### config.mk
export PLATFORM = sky130hd
export DESIGN_NAME = rr_arb4_idx
export DESIGN_NICKNAME = d
export VERILOG_FILES = /design/src/rtl/arb_pkg.sv /design/src/rtl/rr_pick4.sv /design/src/rtl/rr_arb4_idx.sv
export SDC_FILE = /design/constraint.sdc
export NUM_CORES = 1
export LEC_CHECK = 0
export CAP_MARGIN = 0
export CORE_MARGIN = 8
export CORE_UTILIZATION = 51
export CTS_CLUSTER_SIZE = 40
export DETAILED_ROUTE_END_ITERATION = 8
export PLACE_DENSITY_LB_ADDON = 0.1
export SYNTH_ARGS = -nofsm -noshare
export SYNTH_HDL_FRONTEND = slang
export SYNTH_SLANG_ARGS = --single-unit
### constraint.sdc
create_clock -name clk -period 2.9 [get_ports clk]
set_input_delay 0.435 -clock clk [delete_from_list [all_inputs] [get_ports clk]]
set_output_delay 0.435 -clock clk [all_outputs]
set_load 0.02 [all_outputs]
### src/rtl/arb_pkg.sv
// Shared types for the 4-way round-robin index arbiter.
// Holds the FSM state enum, requester count and grant index type.
package arb_pkg;

    localparam int NUM_REQ = 4;

    typedef enum logic {
        IDLE,
        GRANT
    } arb_state_t;

    typedef logic [1:0] idx_t;

endpackage

### src/rtl/rr_pick4.sv
// Rotated priority search over four requests, starting at ptr.
// Ports: req, ptr in; any (some request set), win_idx (winner) out.
module rr_pick4
    import arb_pkg::*;
(
    input  logic [NUM_REQ-1:0] req,
    input  idx_t               ptr,
    output logic               any,
    output idx_t               win_idx
);

    logic [2*NUM_REQ-1:0] dbl;
    logic [NUM_REQ-1:0]   rot;
    idx_t                 off;

    // rot[i] is req[(ptr+i) mod 4], so bit 0 has top priority
    assign dbl = {req, req};
    assign rot = dbl[ptr +: NUM_REQ];
    assign any = |req;

    always_comb begin
        off = 2'd0;
        priority case (1'b1)
            rot[0]:  off = 2'd0;
            rot[1]:  off = 2'd1;
            rot[2]:  off = 2'd2;
            rot[3]:  off = 2'd3;
            default: off = 2'd0;
        endcase
    end

    // 2-bit add wraps 3->0
    assign win_idx = ptr + off;

endmodule

### src/rtl/rr_arb4_idx.sv
// Round-robin arbiter: registered grant index/valid with hold limit.
// Ports: clk, reset, req[3:0], done in; gnt_idx, gnt_valid, timeout out.
module rr_arb4_idx
    import arb_pkg::*;
#(
    parameter int MAX_HOLD = 16,
    parameter int CNT_W    = $clog2(MAX_HOLD + 1)
) (
    input  logic               clk,
    input  logic               reset,
    input  logic [NUM_REQ-1:0] req,
    input  logic               done,
    output idx_t               gnt_idx,
    output logic               gnt_valid,
    output logic               timeout
);

    arb_state_t       state;
    idx_t             ptr;
    logic [CNT_W-1:0] hold_cnt;

    logic any;
    idx_t win_idx;
    logic own_req;
    logic at_lim;
    logic rel;

    rr_pick4 u_pick (
        .req     (req),
        .ptr     (ptr),
        .any     (any),
        .win_idx (win_idx)
    );

    assign own_req = req[gnt_idx];
    assign at_lim  = (hold_cnt == CNT_W'(MAX_HOLD - 1));
    assign rel     = done | ~own_req | at_lim;

    always_ff @(posedge clk) begin
        if (reset) begin
            state     <= IDLE;
            gnt_valid <= 1'b0;
            gnt_idx   <= 2'd0;
            timeout   <= 1'b0;
            ptr       <= 2'd0;
            hold_cnt  <= '0;
        end else begin
            timeout <= 1'b0;
            unique case (state)
                IDLE: begin
                    if (any) begin
                        state     <= GRANT;
                        gnt_idx   <= win_idx;
                        gnt_valid <= 1'b1;
                        hold_cnt  <= '0;
                    end
                end
                GRANT: begin
                    if (rel) begin
                        state     <= IDLE;
                        gnt_valid <= 1'b0;
                        ptr       <= gnt_idx + 2'd1;
                        hold_cnt  <= '0;
                        // forced release only when nothing else ended it
                        timeout   <= at_lim & ~done & own_req;
                    end else begin
                        hold_cnt <= hold_cnt + CNT_W'(1);
                    end
                end
                default: state <= IDLE;
            endcase
        end
    end

endmodule

Yosys cells after proc, flatten, opt, wreduce, memory -nomap -nowiden
Cells that the tools add are included.
Widths: inputs -> output; s select.
{ "op_classes": {"eq_ne": 3, "muxes": 15, "add_sub_neg": 3, "n_lt_le_gt_ge": 1, "reduce_logical": 5, "n_mul": 0, "bitwise": 8, "n_shift": 1, "div": 0} }
{ "ops": {"columns": ["op", "count"], "rows": [
  ["$mux 5", 2],
  ["$pmux 5 s2", 1],
  ["$mux 2", 4],
  ["$shiftx 8x3->4", 1],
  ["$reduce_and 2->1", 3],
  ["$add 5x1->5 const B", 1],
  ["$eq 5x4->1 const B", 1],
  ["$mux 1", 5],
  ["$not 1->1", 4],
  ["$pmux 1 s2", 2],
  ["$reduce_or 4->1", 1],
  ["$lt 2x3->1 const B", 1],
  ["$reduce_or 3->1", 1],
  ["$add 2x1->2 const B", 1],
  ["$add 2x2->2", 1],
  ["$and 1x1->1", 2],
  ["$bmux 1 s2", 1],
  ["$ne 2x1->1 const B", 1],
  ["$ne 2x2->1 const B", 1],
  ["$or 1x1->1", 2]
]} }
{ "totals": {"romBits": 0, "ff_bits": 12, "latch_bits": 0, "ramBits": 0, "mem_count": 0} }

Longest topological paths before layout
{ "depth": {"word_depth": 7, "mapped_depth": 10, "ltp_nobuf": 9} }

Cells and area by module
A second synthesis with hierarchy kept.
{ "hier_totals": {"cells_unflattened": 88, "hier_area_um2": 745.7} }
{ "by_module_without_submodules": {"columns": ["mod", "cells_per_inst", "n_inst", "area_each_um2"], "rows": [
  ["rr_arb4_idx", 66, 1, 584.3],
  ["rr_pick4", 22, 1, 161.4]
]} }

Worst setup path before layout
No wires, ideal clock.
{ "synth_path": {"kind": "input-to-reg", "from": "input req[0]", "to": "register gnt_idx[1]", "setup_time_ns": 0.091, "path_stages": 7, "arrival_time_ns": 2.056, "n_path_buf": 1, "required_time_ns": 2.809, "path_slack_ns": 0.753, "cell_sequence": "clkbuf_2 > or4_2 > o2111ai_1 > ha_1 > xnor2_1 > or3_1 > a311oi_1"} }
{ "synth_via": {"elab_chain_len": 6} }
{ "synth_rtl": {"columns": ["item", "line_no", "text"], "rows": [
  ["from (decl)", "rr_arb4_idx.sv:11", "input logic [NUM_REQ-1:0] req,"],
  ["$shiftx 8x3->4", "rr_pick4.sv:18", "assign rot = dbl[ptr +: NUM_REQ];"],
  ["$mux 2 (4 in a row)", "rr_pick4.sv:23", "priority case (1'b1)"],
  ["$add 2x2->2", "rr_pick4.sv:33", "assign win_idx = ptr + off;"],
  ["to (signal assigned)", "rr_arb4_idx.sv:53", "gnt_idx <= win_idx;"],
  ["to (decl)", "rr_arb4_idx.sv:13", "output idx_t gnt_idx,"]
]} }
Several ways; a longest one is shown, not always the timed one.
A chain may end at the register's enable or synchronous reset.

Worst setup path in the final report
{ "layout_path": {"from": "input req[3]", "to": "register gnt_idx[1]"} }
The elaborated chain is that of the path after synthesis.

==> summary.txt <==
Status
  – Status: completed

Yosys
  – Yosys warning total: 0
  – Post-Syn Area: 733 µm²
  – Post-Syn Instances: 86
  – Synth Area in Compound Gates: 19.8%
  – Fraction of synthesized cell area in xor and xnor cells: 2.39%
  – Sequential fraction of the synthesis area: 32.8%
  – Count of state elements after synthesis: 12
  – Post-Syn Nets: 96
  – Post-synth cell types: 37
  – Simple-gate share of the synthesized area: 27.8%
  – Multiplexer share of the synthesized area: 7.17%
  – Adder-cell share of the synthesized area: 5.12%
  – Synthesized area per cell: 8.53 µm²
  – Combinational family with the most area after synthesis: simple AND/OR/NAND/NOR gates

CTS
  – Clock transition at the registers of the reported paths: 70 ps
  – Postcts setup bufs: 0
  – H-tree levels: 1
  – Clock Path Buffers: 2
  – Post-CTS Hold Buffers: 0
  – # clock sinks: 12
  – CTS root buf: clkbuf_4
  – Later-pin clock latency in the skew report: 270 ps
  – Num CTS Buffers: 3
  – CTS tree: yes
  – Cts repair resizes: 0

Die
  – Die Wd: 53.9 µm
  – Die Ht: 53.9 µm
  – Starting density of the core: 55.7%
  – Cell Rows: 13
  – DIE AREA: 0.00291 mm²
  – Core area: 0.00132 mm²
  – IO Count: 11

Global routing
  – Initial antenna violation count: 0
  – Tot GR Track Use: 11.4%
  – Met1 track demand over resource: 16.1%
  – Total gr overflow: 0
  – Vias in the first global route: 580
  – Largest net degree at the start of global routing: 13
  – Met3 usage: 3.58%
  – Grt peak-use layer: met2
  – Met2 Usage GRT: 16.2%
  – Global-route wire length before repair: 2560 µm

Timing
  – Clk_skew: 1.98 ps
  – RSZ-0062 raised after global routing: false
  – Final Setup Violations: 0
  – Final Cycle Share: 78.0%
  – Fin. max-slew vios: 0
  – Fmax: 442 MHz
  – Crit path time final: 2260 ps
  – Final Hold Fails: 0
  – Max_slew headroom: 70.6%
  – Slew of the pin with the lowest slew margin: 440 ps
  – Sum Neg Setup Slack: 0 ps

Pwr
  – Internal power: 288 µW
  – Switch share: 30.5%
  – Clock power share: 23.4%
  – Total Power: 414 µW
  – Power per cell area: 475 mW/mm²
  – Combinational Power Share: 28.0%
  – Static Leak: 0.315 nW
  – VDD IR-drop max: 0.000331 V
  – Seq pwr share: 48.5%
  – Net Switching: 126 µW

Final layout
  – Multi-input gate area: 457 µm²
  – P&R area growth vs syn: 18.9%
  – Storage element area: 240 µm²
  – ANT cells: 0
  – Most frequent cells in the layout: nor2_1 (14), dfxtp_1 (12), clkdlybuf4s50_1 (10), nand2_1 (7), buf_4 (4)
  – Most common cell after layout, fill and taps aside: nor2_1
  – Layout cell share with drive strength beyond 1: 14.3%
  – Net count, final: 110
  – FILL cells: 102

Setup path
  – Reg2reg start: ptr[0]$_SDFFE_PP0P_
  – CP Cell Sequence: clkdlybuf4s50_1, nor2_1, or4_2, o2111ai_1, ha_1, xnor2_1, or3_1, a311oi_1
  – Slowest CP cell: or4_2
  – Flop2flop setup slack: 760 ps
  – Worst Path Required: 3070 ps
  – Buffers plus inverters on the worst setup path: 1
  – CP Capture Type: register
  – R2r worst-path depth: 6
  – CP peak stage delay: 530 ps
  – Startpoint types: primary input
  – Worst Path Arrival: 2440 ps
  – CP Max Fanout: 2
  – FF-to-FF End: gnt_idx[1]$_SDFFE_PP0P_
  – Crit path max-delay family: simple AND/OR/NAND/NOR gates
  – WS Path Type: in2reg

Route
  – Final WL: 1490 µm
  – DRC violations left: 0
  – Post-DRT Antenna Nets: 0
  – Router iterations before antenna repair: 4
  – DR WL/cell: 13.2 µm
  – Iteration-0 DRC Markers: 23
  – Via density: 5.92
  – Via Count: 669

Worst hold path
  – Hold wc startpoint: hold_cnt[4]$_SDFFE_PP0P_
  – Worst hold path type: reg2reg
  – Hold Crit Depth: 2
  – Worst hold endpoint: hold_cnt[4]$_SDFFE_PP0P_

Placed design
  – Placer Congestion: 0.754
  – PortBufs: 10
  – HPWL Detailed: 1150 µm

Flow run
  – Max-cap violations: 0
==> final cells by class <==
cell class	instances	area share (%)
Inverter	1	0.430
Tap cell	15	2.15
Timing Repair Buffer	14	14.9
Clock buffer	3	2.58
Sequential cell	12	27.5
Multi-Input combinational cell	68	52.4
==> state kept, by name, indices dropped and copies added, names as in the netlist <==
signal / count
timeout: 1
ptr: 2
gnt_valid: 1
gnt_idx: 2
state: 1
hold_cnt: 5
==> worst max path at each step <==
| stage | cells after the start | from | slack (ps) | end |
|---|---|---|---|---|
| 2_1_floorplan | 7 | req[0] | 750 | gnt_idx[1]$_SDFFE_PP0P_ |
| 3_3_place_gp | 7 | req[0] | 420 | gnt_idx[1]$_SDFFE_PP0P_ |
| 3_5_place_dp | 8 | req[3] | 350 | gnt_idx[1]$_SDFFE_PP0P_ |
| 4_1_cts | 8 | req[3] | 630 | gnt_idx[1]$_SDFFE_PP0P_ |
| 5_1_grt | 8 | req[3] | 530 | gnt_idx[1]$_SDFFE_PP0P_ |
| 6_report | 8 | req[3] | 640 | gnt_idx[1]$_SDFFE_PP0P_ |
==> per-layer routing <==
metal	vias up	share of wire, %
li1	346	-
met1	297	53
met2	24	41
met3	2	5.8
met4	0	0.34
met5	-	0
==> power by group through the flow <==
stage	Combinational (mW)	Sequential [mW]	Clock, mW
6_report	0.116	0.201	0.0970
5_1_grt	0.128	0.204	0.109
4_1_cts	0.117	0.201	0.100
3_5_place_dp	0.116	0.204	0
3_3_place_gp	0.115	0.203	0
2_1_floorplan	0.0830	0.202	0
==> cell usage after synthesis (all sizes together) <==
cell type   n  share of area (%)
ha          3                5.1
nor3        3                2.0
or4         1                1.2
a41oi       1                1.2
o211ai      1                1.0
dfxtp      12                 33
clkbuf      2                1.2
nand2       7                3.6
and3        1               0.85
xnor2       2                2.4
a211oi      2                2.0
mux2        2                3.1
nand2b      2                1.7
nor3b       2                2.0
nor2       14                7.2
nor4b       1                1.2
and2        1               0.85
nor4        1               0.85
nor2b       2                3.1
o2111ai     2                2.4
or2         1               0.85
o21ai       2                1.4
or3         2                1.7
nand3       1               0.68
a311oi      3                3.6
o31ai       1                1.0
o21ba       1                1.4
mux2i       3                4.1
a22oi       3                3.8
inv         1               0.51
buf         3                3.2
a21oi       3                2.0
==> through the flow <==
step | cell area [µm²] | hold slack (ps) | instances | util (%) | worst slack (ps)
floorplan | 733 | 436 | 86 | - | 753
global placement | 850 | 444 | 110 | 64.5 | 417
detailed placement | 850 | 449 | 110 | 64.5 | 347
CTS | 872 | 459 | 113 | 66.2 | 625
global route | 872 | 479 | 113 | 66.2 | 529
finish | 872 | 454 | 113 | 66.2 | 637
==> kinds of logic after synthesis <==
kind of cell               count (synthesis)
AOI/OAI and AO/OA                         19
xor gates and xnor gates                   2
buffers and inverters                      6
and+or+nand+nor                           39
muxes                                      5
DFF                                       12
adders and majority gates                  3
==> worst register-to-register path: cells and delay by family (launching register included) <==
kind | cells | cell delay, ps
AOI/OAI and AO/OA | 2 | 360
DFF | 1 | 420
and+or+nand+nor | 2 | 1010
adders and majority gates | 1 | 190
xor gates and xnor gates | 1 | 70
Power figures use the tool's default switching activity.
